## src/rtl/ss_frame_rx_if.sv

```systemverilog
// Output frame bus of ss_frame_rx: decoded value, per-digit error flags, valid/ready and overrun.
// SS_DP_EN adds the decimal-point frame dp_out.
interface ss_frame_rx_if #(
  parameter int DIGITS = 4
);
  logic [4*DIGITS-1:0] value;
  logic [DIGITS-1:0]   digit_err;
  logic                out_valid;
  logic                out_ready;
  logic                overrun;
`ifdef SS_DP_EN
  logic [DIGITS-1:0]   dp_out;

  modport master (output value, digit_err, out_valid, overrun, dp_out, input out_ready);
  modport slave  (input value, digit_err, out_valid, overrun, dp_out, output out_ready);
`else
  modport master (output value, digit_err, out_valid, overrun, input out_ready);
  modport slave  (input value, digit_err, out_valid, overrun, output out_ready);
`endif
endinterface

```

## src/rtl/ss_frame_rx.sv

```systemverilog
// Seven-segment bus receiver: synchronizes, qualifies each digit dwell, decodes glyphs into a frame.
// Optional macro SS_DP_EN adds the decimal-point input seg_dp_n and output frame dp_out.
module ss_frame_rx #(
  parameter int DIGITS      = 4,
  parameter int STABLE_CYC  = 8,
  parameter int SYNC_STAGES = 2
) (
  input  logic              clk,
  input  logic              rst_n,
  input  logic [6:0]        seg_n,
  input  logic [DIGITS-1:0] dig_sel,
`ifdef SS_DP_EN
  input  logic              seg_dp_n,
`endif
  ss_frame_rx_if.master     out_if
);

`ifdef SS_DP_EN
  localparam int DP_W = 1;
`else
  localparam int DP_W = 0;
`endif
  localparam int SW    = DP_W + 7 + DIGITS;
  localparam int CNT_W = $clog2(STABLE_CYC);
  localparam logic [CNT_W-1:0] CNT_MAX = CNT_W'(STABLE_CYC - 1);
`ifdef SS_DP_EN
  localparam logic [SW-1:0] SYNC_RST = {1'b1, 7'h7F, {DIGITS{1'b0}}};
`else
  localparam logic [SW-1:0] SYNC_RST = {7'h7F, {DIGITS{1'b0}}};
`endif

  typedef enum logic [1:0] {IDLE, DWELL, HELD} state_e;

  // Returns {err, nibble}; anything outside the sixteen glyphs decodes to 0 with err set.
  function automatic logic [4:0] decode(input logic [6:0] s);
    logic [4:0] r;
    case (s)
      7'h40: r = 5'h00;
      7'h79: r = 5'h01;
      7'h24: r = 5'h02;
      7'h30: r = 5'h03;
      7'h19: r = 5'h04;
      7'h12: r = 5'h05;
      7'h02: r = 5'h06;
      7'h78: r = 5'h07;
      7'h00: r = 5'h08;
      7'h10: r = 5'h09;
      7'h08: r = 5'h0A;
      7'h03: r = 5'h0B;
      7'h46: r = 5'h0C;
      7'h21: r = 5'h0D;
      7'h06: r = 5'h0E;
      7'h0E: r = 5'h0F;
      default: r = 5'h10;
    endcase
    return r;
  endfunction

  logic [SW-1:0] raw_in;
`ifdef SS_DP_EN
  assign raw_in = {seg_dp_n, seg_n, dig_sel};
`else
  assign raw_in = {seg_n, dig_sel};
`endif

  logic [SW-1:0] sync_q [SYNC_STAGES];

  always_ff @(posedge clk or negedge rst_n) begin
    if (!rst_n) begin
      for (int s = 0; s < SYNC_STAGES; s++) sync_q[s] <= SYNC_RST;
    end else begin
      sync_q[0] <= raw_in;
      for (int s = 1; s < SYNC_STAGES; s++) sync_q[s] <= sync_q[s-1];
    end
  end

  logic [SW-1:0]       cur;
  logic [6:0]          seg_s;
  logic [DIGITS-1:0]   dig_s;
  logic [SW-1:0]       prev_q;
  logic [CNT_W-1:0]    cnt_q, cnt_d;
  state_e              state_q;
  logic [DIGITS-1:0]   seen_q, seen_d;
  logic [4*DIGITS-1:0] shadow_q, value_q;
  logic [DIGITS-1:0]   shadow_err_q, err_q;
  logic                load_q, valid_q, overrun_q;
  logic                same, onehot, capture;
  logic [4:0]          dec;
`ifdef SS_DP_EN
  logic                dp_s;
  logic [DIGITS-1:0]   shadow_dp_q, dp_q;
`endif

  always_comb begin
    cur     = sync_q[SYNC_STAGES-1];
    seg_s   = cur[DIGITS +: 7];
    dig_s   = cur[DIGITS-1:0];
    same    = (cur == prev_q);
    onehot  = (dig_s != '0) && ((dig_s & (dig_s - 1'b1)) == '0);
    cnt_d   = '0;
    if (same) cnt_d = (cnt_q == CNT_MAX) ? cnt_q : cnt_q + CNT_W'(1);
    capture = (state_q == DWELL) && same && onehot && (cnt_q == CNT_MAX);
    seen_d  = seen_q | dig_s;
    dec     = decode(seg_s);
  end

`ifdef SS_DP_EN
  assign dp_s = cur[SW-1];
`endif

  // The capture edge fills the shadow slot; the frame moves to the outputs one edge later via load_q.
  always_ff @(posedge clk or negedge rst_n) begin
    if (!rst_n) begin
      state_q      <= IDLE;
      prev_q       <= SYNC_RST;
      cnt_q        <= '0;
      seen_q       <= '0;
      shadow_q     <= '0;
      shadow_err_q <= '0;
      load_q       <= 1'b0;
      value_q      <= '0;
      err_q        <= '0;
      valid_q      <= 1'b0;
      overrun_q    <= 1'b0;
`ifdef SS_DP_EN
      shadow_dp_q  <= '0;
      dp_q         <= '0;
`endif
    end else begin
      prev_q    <= cur;
      cnt_q     <= cnt_d;
      overrun_q <= 1'b0;
      load_q    <= capture && (&seen_d);

      case (state_q)
        IDLE:    if (onehot) state_q <= DWELL;
        DWELL: begin
          if (!onehot)      state_q <= IDLE;
          else if (capture) state_q <= HELD;
        end
        HELD:    if (!same) state_q <= onehot ? DWELL : IDLE;
        default: state_q <= IDLE;
      endcase

      if (capture) begin
        for (int i = 0; i < DIGITS; i++) begin
          if (dig_s[i]) begin
            shadow_q[4*i +: 4] <= dec[3:0];
            shadow_err_q[i]    <= dec[4];
`ifdef SS_DP_EN
            shadow_dp_q[i]     <= ~dp_s;
`endif
          end
        end
        seen_q <= seen_d;
      end

      if (load_q) begin
        seen_q <= '0;
        if (valid_q && !out_if.out_ready) begin
          overrun_q <= 1'b1;
        end else begin
          value_q <= shadow_q;
          err_q   <= shadow_err_q;
          valid_q <= 1'b1;
`ifdef SS_DP_EN
          dp_q    <= shadow_dp_q;
`endif
        end
      end else if (valid_q && out_if.out_ready) begin
        valid_q <= 1'b0;
      end
    end
  end

  assign out_if.value     = value_q;
  assign out_if.digit_err = err_q;
  assign out_if.out_valid = valid_q;
  assign out_if.overrun   = overrun_q;
`ifdef SS_DP_EN
  assign out_if.dp_out    = dp_q;
`endif

endmodule

```

## src/flat_wrapper.sv

```systemverilog
// flat-port wrapper written by rule: the top's interface ports become plain ports
module ss_frame_rx_flat 
#(
  parameter int DIGITS      = 4,
  parameter int STABLE_CYC  = 8,
  parameter int SYNC_STAGES = 2
)
  (clk, rst_n, seg_n, dig_sel, out_if_value, out_if_digit_err, out_if_out_valid, out_if_overrun, out_if_out_ready);
  ss_frame_rx_if #(.DIGITS(DIGITS)) out_if_i ();
  input  logic clk;
  input  logic rst_n;
  input  logic [6:0] seg_n;
  input  logic [DIGITS-1:0] dig_sel;
  output wire logic [$bits(out_if_i.value)-1:0] out_if_value;
  output wire logic [$bits(out_if_i.digit_err)-1:0] out_if_digit_err;
  output wire logic [$bits(out_if_i.out_valid)-1:0] out_if_out_valid;
  output wire logic [$bits(out_if_i.overrun)-1:0] out_if_overrun;
  input wire logic [$bits(out_if_i.out_ready)-1:0] out_if_out_ready;
  assign out_if_value = out_if_i.value;
  assign out_if_digit_err = out_if_i.digit_err;
  assign out_if_out_valid = out_if_i.out_valid;
  assign out_if_overrun = out_if_i.overrun;
  assign out_if_i.out_ready = out_if_out_ready;
  ss_frame_rx #(.DIGITS(DIGITS), .STABLE_CYC(STABLE_CYC), .SYNC_STAGES(SYNC_STAGES)) u_core (.clk(clk), .rst_n(rst_n), .seg_n(seg_n), .dig_sel(dig_sel), .out_if(out_if_i));
endmodule
```

## config.mk

```make
export PLATFORM = sky130hd
export DESIGN_NAME = ss_frame_rx_flat
export DESIGN_NICKNAME = d
export VERILOG_FILES = /design/src/rtl/ss_frame_rx_if.sv /design/src/rtl/ss_frame_rx.sv /design/src/flat_wrapper.sv
export SDC_FILE = /design/constraint.sdc
export NUM_CORES = 1
export LEC_CHECK = 0
export BUFFER_PORTS_ARGS = -buffer_cell sky130_fd_sc_hd__buf_2
export CORE_MARGIN = 3
export CORE_UTILIZATION = 55
export DETAILED_ROUTE_END_ITERATION = 10
export GPL_TIMING_DRIVEN = 0
export MAX_ROUTING_LAYER = met4
export PLACE_DENSITY = 0.74
export SETUP_SLACK_MARGIN = 0.5
export SLEW_MARGIN = 20
export SYNTH_ARGS = -nofsm -noshare
export SYNTH_HDL_FRONTEND = slang
export SYNTH_SLANG_ARGS = --single-unit
```

## constraint.sdc

```tcl
create_clock -name clk -period 2.3 [get_ports clk]
set_input_delay 0.115 -clock clk [delete_from_list [all_inputs] [get_ports clk]]
set_output_delay 0.115 -clock clk [all_outputs]
set_load 0.05 [all_outputs]
```

* After elaboration in Yosys (flattened, before gate mapping) *
Cells that the tools add are included.

storage, ports and cells
  register bits after elaboration = 85
  input bits = 14
  output and inout port bits = 22
  logic and storage cells = 86

cells by class
  add/subtract/negate cells = 2
  equality and inequality tests = 24
  muxes and demuxes = 16
  bitwise logic cells = 3
  reductions and logical operators = 22

operators with widths
  kind                   count
  $pmux W5 S16           1
  $eq A7 B7 Y1 const B   4
  $eq A7 B5 Y1 const B   3
  $eq A7 B6 Y1 const B   3
  $eq A7 B2 Y1 const B   2
  $eq A7 B4 Y1 const B   2
  $reduce_and A2 Y1      6
  $eq A11 B11 Y1         1
  $mux W2                4
  $mux W4                2
  $eq A7 B3 Y1 const B   1
  $logic_and A1 B1 Y1    7
  $logic_not A7 Y1       1
  $mux W1                6
  $mux W3                2
  $ne A2 B2 Y1 const B   3
  $pmux W2 S3            1
  $and A4 B4 Y4          1
  $logic_not A4 Y1       1
  $or A4 B4 Y4           1
  $reduce_and A4 Y1      1
  $reduce_bool A2 Y1     2
  $reduce_bool A4 Y1     1
  $sub A4 B1 Y4 const B  1
  10 further kinds       10

* Longest topological paths before layout *
Gate-level depths: netlist of the first run.

  depth in word-level cells = 9
  gate-level depth with buffers = 7
  depth with buffers taken out = 7

* Worst setup path before layout of the first run *
OpenSTA, ideal clock, no wires.

  kind = reg-to-reg
  start = register u_core.sync_q, in the netlist u_core.cur[5]
  end = register u_core.shadow_q[6]
  library setup time = 128 ps
  arrival time = 1871 ps
  data required time = 2172 ps
  path slack = 302 ps
  stages on the path, launching flop included = 7
  path buffers = 1
  path through = dfstp_2 buf_6 xnor2_1 nand4_1 nor4_4 nand2_1 mux2_1

between the ends
  longest elaborated chain between the ends = 5

ends and longest elaborated chain
  item                                line                RTL
  from (decl)                         ss_frame_rx.sv:66   logic [SW-1:0] sync_q [SYNC_STAGES];
  $eq A11 B11 Y1                      ss_frame_rx.sv:98   same = (cur == prev_q);
  $logic_and A1 B1 Y1 (3 in series)   ss_frame_rx.sv:102  capture = (state_q == DWELL) && same && onehot && (cnt_q == CNT_MAX);
  $reduce_and A2 Y1 (no source line)  n/a
  to (signal, indexed assignment)     ss_frame_rx.sv:148  shadow_q[4*i +: 4] <= dec[3:0];
  to (decl)                           ss_frame_rx.sv:84   logic [4*DIGITS-1:0] shadow_q, value_q;

Parallel ways exist; a longest one is shown, timed or not.
A chain may end at the register's enable or synchronous reset.

* Worst setup path after layout of the first run *
  start = register u_core.sync_q, in the netlist u_core.cur[3]
  end = register u_core.shadow_q[4]

between the ends
  longest elaborated chain between the ends = 7

ends and longest elaborated chain
  item                                    line                RTL
  $sub A4 B1 Y4                           ss_frame_rx.sv:99   onehot = (dig_s != '0) && ((dig_s & (dig_s - 1'b1)) == '0);
  $and A4 B4 Y4                           ss_frame_rx.sv:99
  $logic_not A4 Y1                        ss_frame_rx.sv:99
  $logic_and A1 B1 Y1                     ss_frame_rx.sv:99
  $logic_and A1 B1 Y1 (*) (2 in series)   ss_frame_rx.sv:102
  $reduce_and A2 Y1 (no source line) (*)  n/a

Every way passes the cells marked *; elsewhere a longest branch is shown, timed or not.

==> run summary, run 1 <==
Global-route wire length before repair - 10900 um
Via/cell ratio - 5.59
Number of DRC markers in iteration 0 - 82
Area overhead of the layout relative to synthesis - 31.4%
Share of power burned in combinational logic - 7.9%
Fraction of final layout cells with drive strength greater than 1 - 51.2%
Clock transition at path regs - 0.08 ns
Ranking of synthesized cells by area - sky130_fd_sc_hd__dfrtp_1 (47%), sky130_fd_sc_hd__dfstp_2 (16%), sky130_fd_sc_hd__mux2_2 (12%), sky130_fd_sc_hd__xnor2_1 (3.1%), sky130_fd_sc_hd__o21ai_0 (1.8%)
Worst min path class - in2reg
Design Power - 2.80 mW
Sequential fraction of design power - 55.8%
Area of the die - 7160 sq um
Final Hold Viols - 0
TritonCTS buffer count - 9
Maxcap violations - 0
# IOs - 36
Share of the synthesized area in the top cell type - 47.1%
Routability-driven placement congestion ratio - 0.885
Number of global-route vias before repair - 2303
R2R Path End - u_core.shadow_q[4]
Number of nets in the layout - 347
Switch Pwr - 0.659 mW
Clock tree from TritonCTS - built
Critical path class - reg2reg
Starting Density - 57.1%
Max-slew headroom at the worst pin - 58.7%
Power per cell area - 627 nW/um^2
Source of the worst register-to-register timing path - u_core.cur[3]
DRC errors left - 0
Yosys reg bits - 85
Maximum count of clock buffers along a single path - 2
Total routed wirelength - 6920 um
Flip-flop cell with the highest count after synthesis - sky130_fd_sc_hd__dfrtp_1
Syn_nets - 270
Row Count - 28
Count of cell types in the netlist - 45
Via count - 2298
H-tree levels - 3
Antenna diode count - 0
Sink of the worst hold path - u_core.out_if.overrun
R2R setup slack - 0.27 ns
Clock Power Share - 36.3%
Clock insertion delay at the later pin of the skew report - 0.35 ns
Commonest non-fill, non-tap cells in the layout - sky130_fd_sc_hd__dfrtp_1 (64), sky130_fd_sc_hd__buf_2 (35), sky130_fd_sc_hd__mux2_2 (34)
Power Internal - 2.14 mW
Core Box Area - 5960 sq um
CTS Sinks - 85
Max-slew violation total from the final report - 0
Clock root buffer master - sky130_fd_sc_hd__clkbuf_8
Required time at the worst-slack endpoint - 2.53 ns
Highest achievable clock rate - 492 MHz
Worst Tran Pin Value - 0.619 ns
Path depth of the worst reg2reg path - 7
Post-synthesis instance area - 3400 sq um
Sequential-to-total area share from yosys stat - 63.3%
Mean area per synthesized cell - 13.4 sq um
Synth async-reset ratio - 100%
Final min period - 2.03 ns
Count of final setup violators - 0
Drt wl/cell - 16.8 um
Pin count of the biggest net entering global routing - 56
Congestion Overflow GR - 0
Biggest area consumer among synthesized cells - sky130_fd_sc_hd__dfrtp_1
Endpoint kind of the worst setup timing path - register
Number of iterations in the first detailed-routing pass - 4
Max rail drop VDD - 0.461 mV
Signal arrival time at the worst endpoint - 2.26 ns
Global Route Usage Sum - 20.0%
HPWL Detailed - 4090 um
Worst clock skew - 0.00957 ns
EDFF count, synth - 0
Most common cell after layout, fill and taps aside - sky130_fd_sc_hd__dfrtp_1
Hold path startpoint - out_if_out_ready
RSZ-0062 raised after global routing - yes
I/O Buffers - 35
Switching share of power - 23.5%
Antenna violations before repair - 0
Critical Path Fanout Max - 6
Fin crit share - 88.4%
Leakage power of the design - 2.16 nW
Post-synthesis instance total - 254
Final setup TNS - 0 ns
Number of antenna-violating nets in the routed design - 0
Cells on Worst Hold Path - 3
Count of yosys warnings during synthesis - 0
Horizontal die dimension - 84.6 um
Crit path launch type - register
Die outline height - 84.6 um
Outcome - finished clean
## layout make-up
type                       instances  area, sq um
sequential                        85         2150
buffer                            14          111
timing repair buffer              66          479
fill                             385         1490
clock buffer                      10          128
tap                               75         93.8
clock inverter                     6         62.6
inverter                           6         22.5
multi-input combinational        149         1420
## repair_timing
| item | in CTS | in global routing |
|---|---|---|
| buffers inserted | 9 | 9 |
| pin swaps | 5 | 14 |
| endpoints found under the hold margin | 21 | 0 |
| endpoints found under the setup margin | 27 | 27 |
| gates cloned | 0 | 0 |
| hold buffers | 12 | 0 |
| resized for setup | 28 | 49 |
## cell usage after synthesis (4+ instances only)
library cell and n:
sky130_fd_sc_hd__dfrtp_1 64, sky130_fd_sc_hd__mux2_2 35, sky130_fd_sc_hd__dfstp_2 21, sky130_fd_sc_hd__nand2_1 12, sky130_fd_sc_hd__o21ai_0 12, sky130_fd_sc_hd__xnor2_1 12, sky130_fd_sc_hd__nor2_1 10, sky130_fd_sc_hd__buf_2 7
sky130_fd_sc_hd__nand4_1 7, sky130_fd_sc_hd__clkbuf_1 6, sky130_fd_sc_hd__inv_1 6, sky130_fd_sc_hd__nor3_1 6, sky130_fd_sc_hd__a21oi_1 5, sky130_fd_sc_hd__nor4b_1 4
## routing by layer
metal	routed length, um	track usage, %
met5	0	-
met4	212	8.35
met3	329	3.93
met2	3510	31.5
met1	2880	25.5
## cells by family after synthesis
kind of cell | after synthesis | synth area share [%]
flip-flops | 85 | 63.3
multiplexers | 39 | 12.8
XOR/XNOR | 14 | 3.61
AO/OA/AOI/OAI | 33 | 6.18
AND/OR/NAND/NOR | 61 | 10.6
buffers and inverters | 20 | 2.69
adder cells (fa/ha/maj) | 2 | 0.736
## flip-flops by register name, summed over array words and instances, names as in the netlist
name / cells
u_core.out_if.value: 16
u_core.cnt_q: 3
u_core.seen_q: 4
u_core.cur: 11
u_core.prev_q: 11
u_core.out_if.overrun: 1
u_core.shadow_q: 16
u_core.load_q: 1
u_core.out_if.out_valid: 1
u_core.out_if.digit_err: 4
u_core.state_q: 2
u_core.shadow_err_q: 4
u_core.sync_q: 11
## power groups by stage
stage | logic, mW | clock network, mW | registers [mW]
global route | 0.239 | 1.11 | 1.57
floorplan | 0.0833 | 0 | 1.58
detailed placement | 0.147 | 0 | 1.59
CTS | 0.181 | 1.04 | 1.56
finish | 0.221 | 1.02 | 1.56
global placement | 0.139 | 0 | 1.58
## worst max path at each step
stage | from | end | slack, ns | depth (start not counted)
2_1_floorplan | u_core.cur[5] | u_core.shadow_q[0] | 0.34 | 6
5_1_grt | u_core.cur[3] | u_core.shadow_q[4] | 0.24 | 7
3_5_place_dp | u_core.cur[8] | u_core.shadow_q[15] | 0.02 | 6
3_3_place_gp | u_core.cur[5] | u_core.shadow_q[15] | 0.05 | 6
4_1_cts | u_core.cnt_q[1] | u_core.shadow_q[4] | 0.25 | 8
6_report | u_core.cur[3] | u_core.shadow_q[4] | 0.27 | 7
## critical path, stage by stage, from the launching register on
cell and delay [ns]:
sky130_fd_sc_hd__dfrtp_1 0.42, sky130_fd_sc_hd__buf_6 0.16, sky130_fd_sc_hd__xnor2_2 0.17, sky130_fd_sc_hd__nand4_1 0.24
sky130_fd_sc_hd__nor4_4 0.33, sky130_fd_sc_hd__buf_6 0.21, sky130_fd_sc_hd__nand2_8 0.08, sky130_fd_sc_hd__mux2_4 0.30
## metrics by stage
stage / area [sq um] / cells / hold slack [ns] / util (%) / setup slack (ns)
after floorplan: 3420 / 254 / -0.181 / - / 0.337
after global placement: 3690 / 364 / 0.220 / 62.0 / 0.0502
after detailed placement: 3720 / 365 / 0.0718 / 62.5 / 0.0206
after CTS: 4210 / 402 / 0.0620 / 70.7 / 0.247
after global routing: 4470 / 411 / 0.0908 / 75.0 / 0.240
final: 4470 / 411 / 0.0670 / 75.0 / 0.266
(Power assumes the default switching activity.)
==> run 2: changes to the inputs <==
CELL_PAD_IN_SITES_DETAIL_PLACEMENT = 2   (was unset)
CELL_PAD_IN_SITES_GLOBAL_PLACEMENT = 2   (was unset)
CORE_UTILIZATION = 40   (was 55)
PLACE_DENSITY = 0.77   (was 0.74)
==> run summary, run 2 (synthesis results as in run 1) <==
Cells traversed along the worst timing path - buf_6, xnor2_4, nand4_1, buf_4, nor3_4, buf_6, buf_4, nand4_1, o21ai_1
Congestion Overflow GR - 0 (unchanged)
Final Hold Viols - 0 (unchanged)
Number of iterations in the first detailed-routing pass - 4 (unchanged)
Number of antenna-violating nets in the routed design - 0 (unchanged)
Core Util, Final - 57.4% (-18 points)
Starting Density - 42.7% (-14 points)
Number of DRC markers in iteration 0 - 67 (-18%)
Number of nets in the layout - 349 (+0.58%)
Final standard cell area without fillers - 4570 sq um (+2.4%)
Max rail drop VDD - 0.447 mV (-3.1%)
# IOs - 36 (unchanged)
Required time at the worst-slack endpoint - 2.57 ns (+0.04 ns)
Area overhead of the layout relative to synthesis - 34.5%
Antenna diode count - 0 (unchanged)
Top Family by Delay on Critical Path - simple AND/OR/NAND/NOR gates
Number of cells on the critical path - 9 (+2)
Routability-driven placement congestion ratio - 0.830 (-6.2%)
Worst Tran Pin Value - 0.738 ns (+0.119 ns)
Max-slew violation total from the final report - 0 (unchanged)
Drt wl/cell - 27.4 um (+62%)
Via count - 2461 (+7.1%)
H-tree levels - 3 (unchanged)
Highest achievable clock rate - 436 MHz (-11%)
Cells on Worst Hold Path - 3 (unchanged)
Fin crit share - 99.7% (+11 points)
TritonCTS buffer count - 9 (unchanged)
I/O Buffers - 35 (unchanged)
Core Box Area - 7970 sq um (+34%)
Critical path's slowest cell - sky130_fd_sc_hd__dfstp_2
Number of global-route vias before repair - 2791 (+21%)
Global-route wire length before repair - 16800 um (+55%)
Signal arrival time at the worst endpoint - 2.57 ns (+0.31 ns)
Total routed wirelength - 12000 um (+74%)
HPWL Detailed - 5740 um (+40%)
RSZ-0062 raised after global routing - yes
Path depth of the worst reg2reg path - 9 (+2)
DP Cell Count - 392 (+7.4%)
Clock tree from TritonCTS - built
Antenna violations before repair - 0 (unchanged)
Critical Path Max Stage Delay - 0.58 ns (+0.16 ns)
Worst clock skew - 0.0166 ns (+0.00701 ns)
Via/cell ratio - 5.59 (about the same)
Maxcap violations - 0 (unchanged)
Most common cell after layout, fill and taps aside - sky130_fd_sc_hd__dfrtp_1
Horizontal die dimension - 98.2 um (+16%)
Count of final setup violators - 0 (unchanged)
Maximum count of clock buffers along a single path - 2 (unchanged)
Endpoint kind of the worst setup timing path - register
DRC errors left - 0 (unchanged)
Bufs and invs on worst path - 4 (+2)
Pin count of the biggest net entering global routing - 62 (+11%)
Area of the die - 9640 sq um (+35%)
Placed Instance Area - 3750 sq um (+0.91%)
Crit path launch type - register
Row Count - 32 (+14%)
Number of cells in the finished layout apart from fillers - 440 (+7.1%)
Final min period - 2.29 ns (+0.259 ns)
Clock root buffer master - sky130_fd_sc_hd__clkbuf_8
Power per cell area - 652 nW/um^2 (+3.9%)
Critical path class - reg2reg
Leakage power of the design - 2.21 nW (+2.4%)
Fill cell instance count of the final layout - 712 (+85%)
Commonest non-fill, non-tap cells in the layout - sky130_fd_sc_hd__dfrtp_1 (64), sky130_fd_sc_hd__buf_2 (35), sky130_fd_sc_hd__mux2_2 (34)
Clock transition at path regs - 0.11 ns (+0.03 ns)
Max-slew headroom at the worst pin - 50.8% (-7.9 points)
Die outline height - 98.2 um (+16%)
Global Route Usage Sum - 23.7% (+3.7 points)
Clock insertion delay at the later pin of the skew report - 0.37 ns (+0.02 ns)
CTS Sinks - 85 (unchanged)
Outcome - finished clean
Fraction of final layout cells with drive strength greater than 1 - 53.8% (+2.7 points)
Critical Path Fanout Max - 4 (-2)
Worst min path class - in2reg
## run 2: cell count changes in the layout (fill, tap and decap cells not counted), moves of 2 or more
cell and delta:
sky130_fd_sc_hd__clkinv_4 +2, sky130_fd_sc_hd__xnor2_2 -5, sky130_fd_sc_hd__nor2_2 +2, sky130_fd_sc_hd__clkinvlp_4 -2, sky130_fd_sc_hd__nor2_1 -3, sky130_fd_sc_hd__xnor2_1 +4, sky130_fd_sc_hd__nor4b_4 +2, sky130_fd_sc_hd__buf_4 +6
sky130_fd_sc_hd__buf_6 -5
## run 2: through the flow
stage                     hold WS, ns  setup WS, ns  total power [mW]  TNS [ns]
after floorplan                -0.181         0.337              1.66         0
after global placement          0.219       -0.0701              1.73    -0.327
after detailed placement       0.0563        -0.243              1.75     -1.77
after CTS                      0.0554         0.265              2.92         0
after global routing           0.0789       -0.0613              3.08   -0.0613
final                          0.0661       0.00681              2.98         0
## run 2: area by class of cell
cell class | instances | area (sq um) | share of cell area, %
sequential | 85 | 2150 | 47.1
multi-input combinational | 149 | 1480 | 32.3
timing repair buffer | 68 | 487 | 10.6
clock buffer | 10 | 138 | 3.01
tap | 102 | 128 | 2.79
buffer | 14 | 100 | 2.19
clock inverter | 6 | 70.1 | 1.53
inverter | 6 | 22.5 | 0.492
## run 2: tightest hold or removal path: cells and delay by family
family / cells / cell delay (ns)
buffers and inverters: 1 / 0.07
and+or+nand+nor: 2 / 0.22
## run 2: repair_timing
action / 4_1_cts / 5_1_grt
hold buffers: 12 / 0
resized for setup: 48 / 37
endpoints found under the setup margin: 27 / 30
buffers inserted: 15 / 5
hold endpoints to repair: 35 / 0
pin swaps: 11 / 14
## run 2: report_power, final
group	internal (mW)	leakage (nW)	switching [mW]
Combinational	0.0997	1.02	0.144
Sequential	1.54	1.09	0.0296
Clock	0.543	0.107	0.623
Total	2.18	2.21	0.797
## run 2: worst paths after layout
check / from / end / slack [ns]
min reg2reg: u_core.sync_q[19] / u_core.cur[8] / 0.36
max: u_core.cur[5] / u_core.shadow_err_q[3] / 0.007
max in group asynchronous: rst_n / u_core.prev_q[10] / 1.43
max reg2reg: u_core.cur[5] / u_core.shadow_err_q[3] / 0.007
min: out_if_out_ready / u_core.out_if.out_valid / 0.07
min in group asynchronous: rst_n / u_core.out_if.overrun / 0.19
## run 2: routing by layer
| metal | share of wire, % | global-route usage, % | vias to the layer above |
|---|---|---|---|
| met5 | 0 | - | - |
| met4 | 2.8 | 7.77 | 0 |
| met3 | 2.6 | 3.57 | 26 |
| met2 | 55 | 42.0 | 71 |
| met1 | 40 | 27.6 | 1301 |
| li1 | - | - | 1063 |
==> run 3: changes to the inputs <==
SETUP_SLACK_MARGIN = 0.02   (was 0.5)
==> run summary, run 3 (synthesis results as in run 1) <==
Fill cell instance count of the final layout - 784 (+10%)
Final Hold Viols - 0 (unchanged)
RSZ-0062 raised after global routing - no
Max-slew violation total from the final report - 0 (unchanged)
Via count - 2256 (-8.3%)
Switching share of power - 24.2% (-2.5 points)
Maxcap violations - 0 (unchanged)
Clock root buffer master - sky130_fd_sc_hd__clkbuf_8
DRC errors left - 0 (unchanged)
Final min period - 2.13 ns (-0.160 ns)
Final standard cell area without fillers - 4140 sq um (-9.5%)
Global-route wire length before repair - 13500 um (-19%)
Max rail drop VDD - 0.345 mV (-23%)
Starting Density - 42.7% (unchanged)
Footprint of the multi-input gates - 1210 sq um (-18%)
Critical Path Max Stage Delay - 0.39 ns (-0.19 ns)
Worst clock skew - 0.0109 ns (-0.00566 ns)
TritonCTS buffer count - 9 (unchanged)
Fraction of final layout cells with drive strength greater than 1 - 42.5% (-11 points)
Clock transition at path regs - 0.09 ns (-0.02 ns)
Placed Instance Area - 3730 sq um (-0.60%)
Met2 Usage GRT - 31.3% (-11 points)
Number of global-route vias before repair - 2565 (-8.1%)
Global Route Usage Sum - 18.3% (-5.4 points)
I/O Buffers - 35 (unchanged)
# IOs - 36 (unchanged)
Critical Path Fanout Max - 9 (+5)
H-tree levels - 3 (unchanged)
Number of nets in the layout - 333 (-4.6%)
Clock tree from TritonCTS - built
Antenna violations before repair - 0 (unchanged)
Clock insertion delay at the later pin of the skew report - 0.35 ns (-0.02 ns)
Most common cell after layout, fill and taps aside - sky130_fd_sc_hd__dfrtp_1
Outcome - finished clean
Critical path's slowest cell - sky130_fd_sc_hd__dfrtp_1
Routability-driven placement congestion ratio - 0.804 (-3.2%)
Met3 usage - 4.79% (+1.2 points)
Crit path launch type - register
Number of cells in the finished layout apart from fillers - 424 (-3.6%)
Horizontal die dimension - 98.2 um (unchanged)
Top Family by Delay on Critical Path - buffers and inverters
Worst hold margin - 0.0502 ns (-0.0159 ns)
CTS Sinks - 85 (unchanged)
Final setup TNS - 0 ns (unchanged)
Count of final setup violators - 0 (unchanged)
Drt wl/cell - 19.1 um (-30%)
Antenna diode count - 0 (unchanged)
Switch Pwr - 0.661 mW (-17%)
GRT met1 Usage - 21.8% (-5.8 points)
Highest achievable clock rate - 469 MHz (+7.5%)
Endpoint kind of the worst setup timing path - register
Clock Power Share - 36.3% (-2.8 points)
Min setup slack post-route - 0.166 ns (+0.160 ns)
Area overhead of the layout relative to synthesis - 21.7%
Register cell area after layout - 2150 sq um (unchanged)
Signal arrival time at the worst endpoint - 2.38 ns (-0.19 ns)
Max-slew headroom at the worst pin - 55.7% (+4.8 points)
Cells traversed along the worst timing path - buf_2, xnor2_1, nand4_1, buf_4, nor4_4, buf_6, nand2_2, mux2_1
Area of the die - 9640 sq um (unchanged)
Commonest non-fill, non-tap cells in the layout - sky130_fd_sc_hd__dfrtp_1 (64), sky130_fd_sc_hd__buf_2 (40), sky130_fd_sc_hd__mux2_2 (35)
Pin count of the biggest net entering global routing - 57 (-8.1%)
Total routed wirelength - 8090 um (-33%)
Bufs and invs on worst path - 3 (-1)
DP Cell Count - 392 (unchanged)
Sequential fraction of design power - 57.2% (+4.5 points)
Congestion Overflow GR - 0 (unchanged)
Power per cell area - 660 nW/um^2 (+1.3%)
Power Internal - 2.07 mW (-5.2%)
Core Box Area - 7970 sq um (unchanged)
Pre-CTS setup slack - -0.0933 ns (+0.149 ns)
Number of antenna-violating nets in the routed design - 0 (unchanged)
Number of iterations in the first detailed-routing pass - 4 (unchanged)
Critical path class - reg2reg
Required time at the worst-slack endpoint - 2.54 ns (-0.03 ns)
HPWL Detailed - 5280 um (-8.0%)
Leakage power of the design - 1.97 nW (-11%)
Number of DRC markers in iteration 0 - 56 (-16%)
Busiest layer in global routing - met2
Maximum count of clock buffers along a single path - 2 (unchanged)
Via/cell ratio - 5.32 (-4.9%)
Row Count - 32 (unchanged)
Worst min path class - in2reg
Die outline height - 98.2 um (unchanged)
Worst Tran Pin Value - 0.665 ns (-0.0725 ns)
Share of power burned in combinational logic - 6.6% (-1.6 points)
Fin crit share - 92.8% (-6.9 points)
==> run 3: final cells by class <==
type / count / share of cell area [%]
repair buffers: 52 / 8.68
multi-input cells: 149 / 29.3
clock inverters: 4 / 0.756
plain buffers: 14 / 1.85
inverters: 6 / 0.544
well taps: 102 / 3.09
clock buffers: 12 / 3.75
flip-flops and latches: 85 / 52.1
==> run 3: what timing repair did <==
item	4_1_cts	5_1_grt
setup endpoints to repair	22	21
hold endpoints to repair	40	0
cloned	0	0
pin swaps	1	4
hold buffers	12	0
buffers inserted	2	2
gates resized for setup	5	17
==> run 3: worst min-delay path, stage by stage <==
cell and delay (ns):
sky130_fd_sc_hd__buf_2 0.07, sky130_fd_sc_hd__nand2b_1 0.13, sky130_fd_sc_hd__nor2_1 0.05
==> run 3: layer usage <==
| layer | up-vias | share of wire (%) |
|---|---|---|
| met2 | 36 | 53 |
| met4 | 0 | 0.64 |
| met1 | 1190 | 43 |
| met3 | 7 | 2.6 |
| li1 | 1023 | - |
| met5 | - | 0 |
==> run 3: power by group through the flow <==
stage | combinational, mW | sequential (mW) | clock (mW)
after detailed placement | 0.154 | 1.59 | 0
after CTS | 0.176 | 1.56 | 1.03
final | 0.179 | 1.56 | 0.991
after floorplan | 0.0802 | 1.58 | 0
after global routing | 0.200 | 1.57 | 1.09
after global placement | 0.141 | 1.59 | 0
==> run 3: per-stage QoR <==
step,utilization (%),total power [mW]
detailed placement,46.8,1.74
global route,51.9,2.86
CTS,51.2,2.77
finish,51.9,2.73
global placement,46.5,1.73
floorplan,-,1.66
==> run 3: final timing paths <==
check | start | end | slack, ns | cells after the start
min | out_if_out_ready | u_core.out_if.overrun | 0.05 | 3
min reg2reg | u_core.sync_q[20] | u_core.cur[9] | 0.36 | 0
min in group asynchronous | rst_n | u_core.cnt_q[2] | 0.23 | 2
max | u_core.cur[2] | u_core.shadow_q[6] | 0.17 | 8
max reg2reg | u_core.cur[2] | u_core.shadow_q[6] | 0.17 | 8
max in group asynchronous | rst_n | u_core.cur[5] | 1.43 | 3
